$ cat config.mk
export PLATFORM = sky130hd
export DESIGN_NAME = game_flow_ctrl
export DESIGN_NICKNAME = d
export VERILOG_FILES = /design/src/rtl/game_pkg.sv /design/src/rtl/bcd_attempt_counter.sv /design/src/rtl/game_flow_ctrl.sv
export SDC_FILE = /design/constraint.sdc
export NUM_CORES = 1
export LEC_CHECK = 0
export ABC_AREA = 0
export BUFFER_PORTS_ARGS = -buffer_cell sky130_fd_sc_hd__buf_4
export CAP_MARGIN = 10
export CELL_PAD_IN_SITES_DETAIL_PLACEMENT = 0
export CELL_PAD_IN_SITES_GLOBAL_PLACEMENT = 1
export CORE_ASPECT_RATIO = 1.5
export CORE_MARGIN = 3
export CORE_UTILIZATION = 30
export DETAILED_ROUTE_END_ITERATION = 8
export PLACE_DENSITY_LB_ADDON = 0.1
export SLEW_MARGIN = 0
export SYNTH_ARGS = -nofsm -noshare
export SYNTH_HDL_FRONTEND = slang
export SYNTH_HIERARCHICAL = 1
export SYNTH_SLANG_ARGS = --single-unit
$ cat constraint.sdc
create_clock -name clk -period 2.4 [get_ports clk]
set_input_delay 0.6 -clock clk [delete_from_list [all_inputs] [get_ports clk]]
set_output_delay 0.6 -clock clk [all_outputs]
set_load 0.005 [all_outputs]
$ cat src/rtl/game_pkg.sv
// Shared types and default timing constants for the game sequencer.
package game_pkg;

  typedef enum logic [1:0] {
    MENU    = 2'd0,
    PLAY    = 2'd1,
    DEATH   = 2'd2,
    VICTORY = 2'd3
  } game_state_t;

  typedef logic [3:0] bcd_t;

  localparam int DEATH_TICKS_DEF = 24;
  localparam int MENU_TICKS_DEF  = 12;
  localparam int ATTEMPT_MAX_DEF = 99;

endpackage

$ cat src/rtl/bcd_attempt_counter.sv
// Two-digit BCD attempt counter with synchronous clear and saturation at ATTEMPT_MAX.
module bcd_attempt_counter
  import game_pkg::*;
#(
  parameter int ATTEMPT_MAX = ATTEMPT_MAX_DEF
) (
  input  logic clk,
  input  logic reset,
  input  logic clr,
  input  logic inc,
  output bcd_t ones,
  output bcd_t tens,
  output logic max
);

  localparam bcd_t MAX_ONES = bcd_t'(ATTEMPT_MAX % 10);
  localparam bcd_t MAX_TENS = bcd_t'(ATTEMPT_MAX / 10);

  bcd_t ones_nxt;
  bcd_t tens_nxt;
  logic at_max;

  assign at_max = (ones == MAX_ONES) && (tens == MAX_TENS);

  always_comb begin
    ones_nxt = ones;
    tens_nxt = tens;
    if (ones == 4'd9) begin
      ones_nxt = 4'd0;
      tens_nxt = tens + 4'd1;
    end else begin
      ones_nxt = ones + 4'd1;
    end
  end

  // Once the count sits at the maximum, further increments are swallowed.
  always_ff @(posedge clk) begin
    if (reset || clr) begin
      ones <= 4'd0;
      tens <= 4'd0;
      max  <= 1'b0;
    end else if (inc && !at_max) begin
      ones <= ones_nxt;
      tens <= tens_nxt;
      max  <= (ones_nxt == MAX_ONES) && (tens_nxt == MAX_TENS);
    end
  end

endmodule

$ cat src/rtl/game_flow_ctrl.sv
// Game sequencer: MENU -> PLAY -> DEATH/VICTORY, attempt tracking and screen controls.
module game_flow_ctrl
  import game_pkg::*;
#(
  parameter int DEATH_TICKS = DEATH_TICKS_DEF,
  parameter int MENU_TICKS  = MENU_TICKS_DEF,
  parameter int ATTEMPT_MAX = ATTEMPT_MAX_DEF
) (
  input  logic       clk,
  input  logic       reset,
  input  logic       tick,
  input  logic       start_btn,
  input  logic       collision,
  input  logic       level_done,
  output logic       menu_screen,
  output logic       play_en,
  output logic       player_death,
  output logic       victory_screen,
  output logic       reset_obj_count,
  output logic [3:0] attempts_ones,
  output logic [3:0] attempts_tens,
  output logic       attempts_max
);

  game_state_t state;
  game_state_t state_next;
  logic        start_q;
  logic        start_rise;
  logic [5:0]  tick_cnt;
  logic        obj_rst_next;
  logic        att_clr;
  logic        att_inc;

  assign start_rise = start_btn & ~start_q;

  always_comb begin
    state_next   = state;
    obj_rst_next = 1'b0;
    att_clr      = 1'b0;
    att_inc      = 1'b0;
    case (state)
      MENU: begin
        if (start_rise && (tick_cnt >= 6'(MENU_TICKS))) begin
          state_next   = PLAY;
          obj_rst_next = 1'b1;
          att_clr      = 1'b1;
        end
      end
      // level_done outranks collision when both land on the same tick.
      PLAY: begin
        if (tick) begin
          if (level_done) begin
            state_next = VICTORY;
          end else if (collision) begin
            state_next = DEATH;
            att_inc    = 1'b1;
          end
        end
      end
      DEATH: begin
        if (tick && (tick_cnt == 6'(DEATH_TICKS - 1))) begin
          state_next   = PLAY;
          obj_rst_next = 1'b1;
        end
      end
      VICTORY: begin
        if (start_rise) state_next = MENU;
      end
      default: state_next = MENU;
    endcase
  end

  // Flags are registered from the next state so they line up with the state register.
  always_ff @(posedge clk) begin
    if (reset) begin
      state           <= MENU;
      start_q         <= 1'b0;
      tick_cnt        <= 6'd0;
      reset_obj_count <= 1'b0;
      menu_screen     <= 1'b1;
      play_en         <= 1'b0;
      player_death    <= 1'b0;
      victory_screen  <= 1'b0;
    end else begin
      state           <= state_next;
      start_q         <= start_btn;
      reset_obj_count <= obj_rst_next;
      menu_screen     <= (state_next == MENU);
      play_en         <= (state_next == PLAY);
      player_death    <= (state_next == DEATH);
      victory_screen  <= (state_next == VICTORY);
      if (state_next != state) begin
        tick_cnt <= 6'd0;
      end else if (tick && (tick_cnt != 6'd63)) begin
        tick_cnt <= tick_cnt + 6'd1;
      end
    end
  end

  bcd_attempt_counter #(
    .ATTEMPT_MAX(ATTEMPT_MAX)
  ) u_attempts (
    .clk  (clk),
    .reset(reset),
    .clr  (att_clr),
    .inc  (att_inc),
    .ones (attempts_ones),
    .tens (attempts_tens),
    .max  (attempts_max)
  );

endmodule

Word-level counts from Yosys, hierarchy flattened
Cells that the tools add are included.
{"block": "totals", "regBits": 23, "input_bits": 6, "out_inout_bits": 14, "wordCells": 58}
{"block": "classes", "addsub": 3, "order_cmp": 1, "eq_ne": 13, "muxes": 17, "n_bitwise": 2, "n_reduce_logical": 11}
{"cell": "4-bit == test (second input constant)", "count": 4}
{"cell": "2-bit two-way mux", "count": 6}
{"cell": "4-bit by 1-bit adder with 4-bit output (second input constant)", "count": 2}
{"cell": "2-bit == test (second input constant)", "count": 4}
{"cell": "4-bit two-way mux", "count": 2}
{"cell": "2-bit case mux with 4 select lines", "count": 1}
{"cell": "1-bit two-way mux", "count": 7}
{"cell": "6-bit by 1-bit adder with 6-bit output (second input constant)", "count": 1}
{"cell": "6-bit by 5-bit == test with 1-bit output (second input constant)", "count": 1}
{"cell": "6-bit by 4-bit >= comparator with 1-bit output (second input constant)", "count": 1}
{"cell": "1-bit logical AND", "count": 6}
{"cell": "6-bit inequality test (second input constant)", "count": 1}
{"cell": "2-bit by 1-bit == test with 1-bit output (second input constant)", "count": 2}
{"cell": "2-bit logical NOT", "count": 2}
{"cell": "2-bit inequality test", "count": 1}
{"cell": "1-bit case mux with 2 select lines", "count": 1}
{"cell": "2-bit OR reduction", "count": 1}
{"cell": "1-bit bitwise AND", "count": 1}
{"cell": "1-bit logical NOT", "count": 1}
{"cell": "1-bit logical OR", "count": 1}
{"cell": "1-bit inverter", "count": 1}

Longest topological paths before layout
Gate-level depths: netlist of the first run.
{"block": "depth", "depth_word": 7, "ltp_mapped": 6, "mapped_depth_nobuf": 5}

Modules after synthesis
The synthesis of the first run kept the hierarchy.
{"mod": "game_flow_ctrl", "instances": 1, "cells_per_inst": 69, "area_each_um2": 695.7, "seq_area_each_um2": 280.3}
{"mod": "bcd_attempt_counter", "instances": 1, "cells_per_inst": 57, "area_each_um2": 486.7, "seq_area_each_um2": 180.2}

Least setup slack after synthesis of the first run
Ideal clock, no wire load.
{"block": "synth_path", "kind": "in2reg", "startpoint": "input level_done", "endpoint": "register u_attempts.tens[0]", "setup_time_ns": 0.070, "arrival_ns": 2.025, "t_required_ns": 2.330, "setup_slack_ns": 0.305, "stages": 5, "n_path_buf": 0, "path_cell_list": "nand3b_1 > nor3b_1 > nand2_1 > or4_1 > a21oi_1"}
{"block": "synth_via", "elab_chain_cells": 4}
{"item": "start, declared", "line_no": "game_flow_ctrl.sv:14", "source": "input logic level_done,"}
{"item": "1-bit two-way mux", "line_no": "game_flow_ctrl.sv:52", "source": "if (level_done) begin"}
{"item": "1-bit two-way mux", "line_no": "game_flow_ctrl.sv:51", "source": "if (tick) begin"}
{"item": "1-bit two-way mux", "line_no": "game_flow_ctrl.sv:41", "source": "case (state)"}
{"item": "net att_inc", "line_no": "game_flow_ctrl.sv:32", "source": "logic att_inc;"}
{"item": "1-bit logical AND", "line_no": "bcd_attempt_counter.sv:42", "source": "end else if (inc && !at_max) begin"}
{"item": "end signal, assigned", "line_no": "bcd_attempt_counter.sv:44", "source": "tens <= tens_nxt;"}
{"item": "end, declared", "line_no": "bcd_attempt_counter.sv:12", "source": "output bcd_t tens,"}
The timed path passes the listed nets, and every way through them passes these cells.
A chain may end at the register's enable or synchronous reset.

Worst setup path in the final report of the first run
Same ends and word-level chain as after synthesis.

==> results of run 1 <==
[routing by layer]
metal / track usage (%) / part of all wire, % / vias up
met3: 1.866 / 2.7 / 4
met1: 12.67 / 41 / 460
met4: 5.063 / 1.7 / 0
li1: - / - / 492
met5: 0 / 0 / -
met2: 21.02 / 55 / 16
[per-stage QoR]
stage,total power [mW],hold slack [ns],area [um2],std cells
detailed placement,0.4367,0.4551,1370,185
global placement,0.4354,0.4471,1370,185
finish,0.6675,0.4632,1416,189
CTS,0.6819,0.4677,1416,189
floorplan,0.4218,0.4511,1182,126
global route,0.6997,0.4990,1416,189
[cell usage after synthesis, types with 4 or more instances]
library cell,n
a21oi_1,9
dfxtp_1,23
ha_1,4
inv_1,10
mux2i_1,4
nand2_1,7
nand4_1,4
nor2_1,12
nor3b_1,4
or3_1,4
[logic make-up after synthesis]
| logic type | synth area share [%] |
|---|---|
| AO/OA/AOI/OAI | 18.62 |
| multiplexers | 4.339 |
| adder cells (fa/ha/maj) | 4.233 |
| flip-flops | 38.94 |
| AND/OR/NAND/NOR | 27.09 |
| XOR/XNOR | 2.223 |
| buffers and inverters | 4.550 |
[path summary, 6_finish.rpt]
check,depth (start not counted),startpoint,end,slack [ns]
worst max-delay path,6,level_done,u_attempts/tens[0],0.54
worst min-delay path,2,u_attempts/max,u_attempts/max,0.46
worst max register to register,4,state[0],u_attempts/tens[0],0.61
worst min register to register,2,u_attempts/max,u_attempts/max,0.46
[layout make-up]
| class | instances | area [um2] |
|---|---|---|
| clock buffers | 3 | 41.29 |
| well taps | 43 | 53.80 |
| flip-flops and latches | 23 | 460.4 |
| repair buffers | 20 | 150.1 |
| clock inverters | 1 | 5.005 |
| inverters | 10 | 37.54 |
| multi-input cells | 89 | 668.1 |
| fillers | 394 | 2300 |
[power by group through the flow]
stage	clock network [mW]	registers (mW)	logic, mW
after global routing	0.267	0.390	0.0422
after global placement	0	0.399	0.0366
after CTS	0.254	0.390	0.0381
after floorplan	0	0.398	0.0241
final	0.240	0.390	0.0373
after detailed placement	0	0.399	0.0378
[cell usage in the layout (no fill, tap or decap), types with 3 or more instances in the layout]
master	instances
dfxtp_1	23
ha_1	4
nand4_1	4
clkbuf_8	3
inv_1	10
o31ai_1	3
nor3b_1	4
a21oi_1	9
xnor2_1	3
nor3_1	3
or3_1	4
nor2_1	12
nand2_1	7
buf_4	20
mux2i_1	4
[critical path, delay by kind of cell]
kind	cells	cell delay, ns
AO/OA/AOI/OAI	1	0.14
AND/OR/NAND/NOR	4	1.21
buffers and inverters	1	0.11
[sequential cells by signal, summed over array words and instances (netlist names)]
name	count
play_en	1
u_attempts/max	1
reset_obj_count	1
start_q	1
victory_screen	1
state	2
u_attempts/tens	4
menu_screen	1
tick_cnt	6
player_death	1
u_attempts/ones	4
==> qor.txt, run 1 <==
Switching part of the total: 22.43%
Rows: 27
Count of final setup violators: 0
Startpoint types: input pin
Post-place setup slack: 0.2773 ns
Antenna-violating nets left: 0
Clock Sinks: 23
CP Cell Sequence: buf_4 > nand3b_1 > nor3b_1 > nand2_1 > or4_1 > a21oi_1
Post-synth top area share: 38.94%
Worst slew pin tran: 0.5269 ns
ANT cells: 0
Vias per cell: 5.143
Leakage Power: 0.5186 nW
Syn avg cell area: 9.384 um2
First-pass GRT wire length: 4381 um
Height of the chip: 82.89 um
Final worst slack: 0.5380 ns
Peak supply drop: 0.0002242 V
Crit-path slowest cell: or4_1
DRC viols: 0
Total GRT Usage: 11.55%
CORE AREA: 3716 um2
Gate power share: 5.6%
CTS Hold Bufs: 0
Clk_skew: 0.005672 ns
IO Port Bufs: 19
Post-synthesis cell area: 1182 um2
Layout cells sized above 1: 24.66%
Critical path peak fanout: 9
# Max-Cap Violations: 0
Pre-Repair DR Iteration Count: 4
Nets: 157
Max frequency: 537.0 MHz
Critical path type: input pin to flip-flop
Routed wire per std cell: 13.66 um
P_int: 0.5178 mW
Post-Syn Instances: 126
Area Overhead vs Synth: 19.79%
Hold Crit Class: flip-flop to flip-flop
Io pins: 20
CTS buffer count: 3
Die Span X: 57.26 um
Largest net degree at the start of global routing: 14
Yosys warns: 6
CP Data Required Time: 2.60 ns
Starting Density: 31.82%
GPL Wtd Cong: 0.7426
CTS tree: yes
Initial DRC Count: 17
RSZ-0062 raised after global routing: no
Resize count post-CTS: 0
Vias: 972
Reg power frac: 58.4%
Clock Power Share: 36.0%
Worst-path clk slew: 0.08 ns
Final wirelength: 2582 um
Largest cells by area after synthesis: dfxtp_1 39%, ha_1 4.2%, a21oi_1 3.8%
Sw Pwr: 0.1497 mW
Detail Placement HPWL: 2005 um
Post-CTS setup buffer count: 0
EDFF count, synth: 0
Fin. Hold Viols: 0
Critical Path Max Stage Delay: 0.54 ns
Yosys cell types: 42
Die ar.: 4746 um2
Async SR Flop Fraction: 0%
Max Slew Vio Count: 0
Crit end category: flip-flop
Maximum root-to-sink buffer count: 2
Overflow after GRT: 0
Initial antenna violation count: 0
Seq cells post-synth: 23
Syn Nets: 136
Period utilization: 77.59%
Minimum clock period after layout: 1.862 ns
Setup TNS: 0 ns
Register area share after synthesis: 38.94%
Status: finished clean
CP arrival: 2.06 ns
Vias in the first global route: 944
Slew headroom: 64.50%
CTS root buf: clkbuf_8
H-tree depth: 1
Top FF cell, synth: dfxtp_1
Fin util: 38.11%
Leading area contributor after synthesis: dfxtp_1
Worst skew pair latency: 0.26 ns
Power Density: 471.3 nW/um2
No activity file was read; power rests on OpenSTA's default activity.
==> inputs of run 2 (changes only) <==
--- a/config.mk
+++ b/config.mk
@@ -5,7 +5,7 @@
 export SDC_FILE = /design/constraint.sdc
 export NUM_CORES = 1
 export LEC_CHECK = 0
-export ABC_AREA = 0
+export ABC_AREA = 1
 export BUFFER_PORTS_ARGS = -buffer_cell sky130_fd_sc_hd__buf_4
 export CAP_MARGIN = 10
 export CELL_PAD_IN_SITES_DETAIL_PLACEMENT = 0
==> constraint.sdc (replaced) <==
create_clock -name clk -period 1.75 [get_ports clk]
set_input_delay 0.4375 -clock clk [delete_from_list [all_inputs] [get_ports clk]]
set_output_delay 0.4375 -clock clk [all_outputs]
set_load 0.005 [all_outputs]
==> qor.txt, run 2 <==
Starting Density: 31.99%
Routed wire per std cell: 10.98 um
Crit end category: flip-flop
DRC viols: 0
Largest cells by area after synthesis: dfxtp_1 35%, nand2_1 11%, nor2_1 9.5%
Critical path type: flip-flop to flip-flop
Commonest cells after routing, fill and taps aside: 38 x nand2_1, 33 x nor2_1, 29 x inv_1
Seq cells post-synth: 23
Resize count post-CTS: 0
Startpoint types: flip-flop
Total GRT Usage: 12.24%
Pwr Total: 0.9223 mW
Post-synth top cells: 38 x nand2_1, 33 x nor2_1, 29 x inv_1
Clk_skew: 0.004279 ns
Vias: 1196
Post-synth top area share: 35.42%
Pre-Repair DR Iteration Count: 4
Hold Crit Class: input pin to flip-flop
Nets: 227
Syn avg cell area: 6.842 um2
Worst-path clk slew: 0.09 ns
Register area share after synthesis: 35.42%
Final worst slack: 0.3118 ns
Die Span X: 59.75 um
Rows: 28
Yosys cell types: 22
Final wirelength: 2866 um
Hold Path Sink: play_en
IO Port Bufs: 19
# Max-Cap Violations: 0
Finished Layout Cells: 261
Critical path peak fanout: 4
Fin. Hold Viols: 0
CP Data Required Time: 1.96 ns
Largest net degree at the start of global routing: 14
Vias in the first global route: 1146
Height of the chip: 86.62 um
CTS tree: yes
Hold Path Origin: reset
Worst reg2reg setup slack: 0.31 ns
Slew headroom: 81.27%
First-pass GRT wire length: 4912 um
Leakage Power: 0.7243 nW
Top flop regs: tick_cnt x6, u_attempts/ones x4, u_attempts/tens x4
CP arrival: 1.64 ns
CTS root buf: clkbuf_8
R2R cell count: 9
Reg power frac: 58.0%
Detail Placement HPWL: 2334 um
Commonest non-fill, non-tap cell in the layout: nand2_1
Post-Syn Instances: 190
Worst reg2reg path startpoint: tick_cnt[0]
Status: finished clean
Max Slew Vio Count: 0
Async SR Flop Fraction: 0%
Final hold slack: 0.3879 ns
Antenna-violating nets left: 0
Largest register FFs: 6
Clock Sinks: 23
Reg with most FFs: tick_cnt
GPL Wtd Cong: 0.8357
Period utilization: 82.18%
Gate power share: 5.7%
Leading area contributor after synthesis: dfxtp_1
Most frequent cell after synthesis: nand2_1
Dpl cells: 257
ANT cells: 0
Count of final setup violators: 0
Initial DRC Count: 41
Yosys warns: 6
Setup TNS: 0 ns
Layout cells sized above 1: 24.07%
Vias per cell: 4.582
H-tree depth: 1
Power Density: 588.3 nW/um2
Initial antenna violation count: 0
Syn Nets: 200
Io pins: 20
Post-synthesis cell area: 1300 um2
Post-place setup slack: 0.2183 ns
P_int: 0.7107 mW
Post-CTS setup buffer count: 0
CORE AREA: 4064 um2
CTS Hold Bufs: 0
Finished layout cell area: 1568 um2
EDFF count, synth: 0
Maximum root-to-sink buffer count: 2
Worst slew pin tran: 0.2798 ns
Worst skew pair latency: 0.26 ns
Sw Pwr: 0.2116 mW
Area Overhead vs Synth: 20.60%
Max frequency: 695.3 MHz
Clock Power Share: 36.3%
Die ar.: 5176 um2
Switching part of the total: 22.94%
Hold path depth: 2
Placed cell areas: 1521 um2
Minimum clock period after layout: 1.438 ns
RSZ-0062 raised after global routing: no
Peak supply drop: 0.0002511 V
Overflow after GRT: 0
CTS buffer count: 3
R2r endpoint: tick_cnt[1]
Top FF cell, synth: dfxtp_1
Fin util: 38.58%
[run 2: layer usage]
metal	vias to the layer above	track usage, %	wire (um)
li1	639	-	-
met1	526	13.83	1150
met2	26	22.34	1551
met3	5	1.937	116
met4	0	4.234	47
met5	-	0	0
[run 2: cell type report]
type,instances,area [um2]
clock buffer,3,41.29
tap,45,56.30
multi-input combinational,133,709.4
inverter,34,130.1
sequential,23,460.4
fill,434,2496
clock inverter,1,5.005
timing repair buffer,22,165.2
[run 2: cells by family (layout without fill, tap and decap cells)]
kind of cell / count (synthesis) / count (layout) / synth area share, %
simple gates: 109 / 109 / 41.00
buf+inv: 34 / 60 / 10.01
flops: 23 / 23 / 35.42
compound gates: 15 / 15 / 6.352
xor+xnor: 5 / 5 / 3.369
fa+ha+maj: 4 / 4 / 3.850
[run 2: worst max path at each step]
stage / start / end / cells after the start
floorplan: tick / u_attempts/ones[1] / 7
global placement: tick / u_attempts/ones[1] / 9
detailed placement: tick / u_attempts/ones[1] / 9
CTS: tick_cnt[0] / tick_cnt[1] / 9
global route: tick_cnt[0] / tick_cnt[1] / 9
finish: tick_cnt[0] / tick_cnt[1] / 9
[run 2: worst max-delay path, cell delays in order (launching register included)]
cell and delay, ns:
dfxtp_1 0.36, ha_1 0.23, buf_4 0.15, nand3_1 0.07
nor2_1 0.04, nor2_1 0.23, nand2_1 0.08, o21ai_0 0.08
inv_1 0.05, nor2_1 0.09
[run 2: power groups by stage]
stage / registers, mW / logic, mW / clock network, mW
CTS: 0.535 / 0.0539 / 0.360
global placement: 0.547 / 0.0528 / 0
detailed placement: 0.547 / 0.0536 / 0
finish: 0.535 / 0.0529 / 0.335
global route: 0.536 / 0.0615 / 0.373
floorplan: 0.546 / 0.0307 / 0
==> inputs of run 3 (changes only) <==
--- a/config.mk
+++ b/config.mk
@@ -5,7 +5,7 @@
 export SDC_FILE = /design/constraint.sdc
 export NUM_CORES = 1
 export LEC_CHECK = 0
-export ABC_AREA = 1
+export ABC_AREA = 0
 export BUFFER_PORTS_ARGS = -buffer_cell sky130_fd_sc_hd__buf_4
 export CAP_MARGIN = 10
 export CELL_PAD_IN_SITES_DETAIL_PLACEMENT = 0
==> constraint.sdc (replaced) <==
create_clock -name clk -period 1.2 [get_ports clk]
set_input_delay 0.3 -clock clk [delete_from_list [all_inputs] [get_ports clk]]
set_output_delay 0.3 -clock clk [all_outputs]
set_load 0.005 [all_outputs]
==> qor.txt, run 3 (synthesis gave the netlist of run 1 again) <==
Placed cell areas: 1718 um2
Routed wire per std cell: 13.88 um
Io pins: 20
Max frequency: 657.6 MHz
Die Span X: 57.26 um
Hold Crit Class: input pin to flip-flop
Worst-path clk slew: 0.09 ns
Crit end category: flip-flop
# Max-Cap Violations: 0
Reg with most FFs: tick_cnt
Critical path type: flip-flop to flip-flop
CTS buffer count: 3
Startpoint types: flip-flop
DRC viols: 0
Critical path peak fanout: 6
Leakage Power: 0.7703 nW
Antenna-violating nets left: 0
ANT cells: 0
Vias in the first global route: 1197
Final worst slack: -0.3207 ns
Vias: 1125
Clk_skew: 0.005539 ns
Final wirelength: 3151 um
CP arrival: 1.70 ns
Nets: 195
Status: finished, violations left
Max Slew Vio Count: 0
Starting Density: 31.82%
CTS Hold Bufs: 0
Minimum clock period after layout: 1.521 ns
Failing checks: setup timing
Clock Sinks: 23
Period utilization: 126.7%
Largest net degree at the start of global routing: 14
Slew headroom: 74.03%
Worst slew pin tran: 0.3896 ns
IO Port Bufs: 19
CTS tree: yes
First-pass GRT wire length: 5250 um
Total GRT Usage: 13.72%
Pre-Repair DR Iteration Count: 4
Height of the chip: 82.89 um
Fin util: 51.48%
Layout cells sized above 1: 59.78%
Detail Placement HPWL: 2421 um
Top flop regs: tick_cnt x6, u_attempts/ones x4, u_attempts/tens x4
CTS root buf: clkbuf_8
Pwr Total: 1.373 mW
CP Data Required Time: 1.38 ns
CORE AREA: 3716 um2
Overflow after GRT: 0
Finished layout cell area: 1913 um2
Initial antenna violation count: 0
Commonest non-fill, non-tap cell in the layout: buf_4
Initial DRC Count: 14
Rows: 27
Maximum root-to-sink buffer count: 2
Commonest cells after routing, fill and taps aside: 51 x buf_4, 10 x nor2_1, 10 x dfxtp_1, 10 x dfxtp_2, 9 x inv_1
Fill cell count: 363
Peak supply drop: 0.0004849 V
RSZ-0062 raised after global routing: yes
Largest register FFs: 6
GPL Wtd Cong: 0.7499
Power Density: 717.7 nW/um2
Vias per cell: 4.956
Worst skew pair latency: 0.26 ns
Die ar.: 4746 um2
Count of final setup violators: 22
H-tree depth: 1
Area Overhead vs Synth: 61.80%
Fin. Hold Viols: 0
-- run 3: cell types whose count changed in the layout (fill, tap and decap cells not counted), moves of 5 or more --
cell / change
nand2_2: -6
buf_6: +6
nand2_1: -33
dfxtp_2: +10
dfxtp_1: -13
o21ai_1: -5
nand3_1: -10
inv_1: -20
buf_4: +29
nor2_1: -23
-- run 3: report_power, final --
| group | internal (mW) | switching [mW] | leakage [nW] |
|---|---|---|---|
| sequential | 0.767 | 0.00804 | 0.193 |
| combinational | 0.0573 | 0.0563 | 0.552 |
| clock | 0.232 | 0.253 | 0.0255 |
| total | 1.06 | 0.317 | 0.770 |
-- run 3: path summary, 6_finish.rpt --
check | from | end | slack, ns | cells after the start
worst max-delay path | tick_cnt[1] | tick_cnt[2] | -0.32 | 5
worst min-delay path | start_btn | start_q | 0.31 | 2
worst max register to register | tick_cnt[1] | tick_cnt[2] | -0.32 | 5
worst min register to register | u_attempts/max | u_attempts/max | 0.47 | 2
-- run 3: repair_timing --
action,in CTS,in global routing
gates cloned,0,0
buffers inserted,1,5
setup endpoints to repair,23,26
pin swaps,7,8
hold endpoints to repair,0,0
resized for setup,10,18
-- run 3: through the flow --
step	TNS, ns	instances	hold WS [ns]	worst slack, ns
finish	-5.000	227	0.3053	-0.3207
global placement	-6.356	218	0.4540	-0.4182
global route	-6.772	227	0.3093	-0.3829
floorplan	-3.927	126	0.4282	-0.2671
CTS	-5.189	223	0.2970	-0.3363
detailed placement	-6.742	218	0.4622	-0.4455
-- run 3: area by class of cell --
cell class / instances / area [um2] / area share (%)
multi-input cells: 89 / 820.8 / 42.90
flip-flops and latches: 23 / 484.2 / 25.31
repair buffers: 58 / 470.5 / 24.59
well taps: 43 / 53.80 / 2.812
clock buffers: 3 / 41.29 / 2.158
inverters: 10 / 37.54 / 1.962
clock inverters: 1 / 5.005 / 0.2616
-- run 3: routing by layer --
metal / up-vias / part of all wire (%) / wire [um] / global-route usage [%]
met4: 0 / 1.7 / 54 / 7.806
met5: - / 0 / 0 / 0
li1: 570 / - / - / -
met2: 19 / 58 / 1827 / 24.77
met3: 6 / 2.6 / 81 / 2.177
met1: 530 / 38 / 1188 / 14.45
-- run 3: worst max-delay path: stages, from the launching register on --
cell      delay [ns]
dfxtp_2         0.34
ha_4            0.16
nand4b_1        0.14
o31ai_1         0.10
a2111o_1        0.49
a311oi_2        0.22
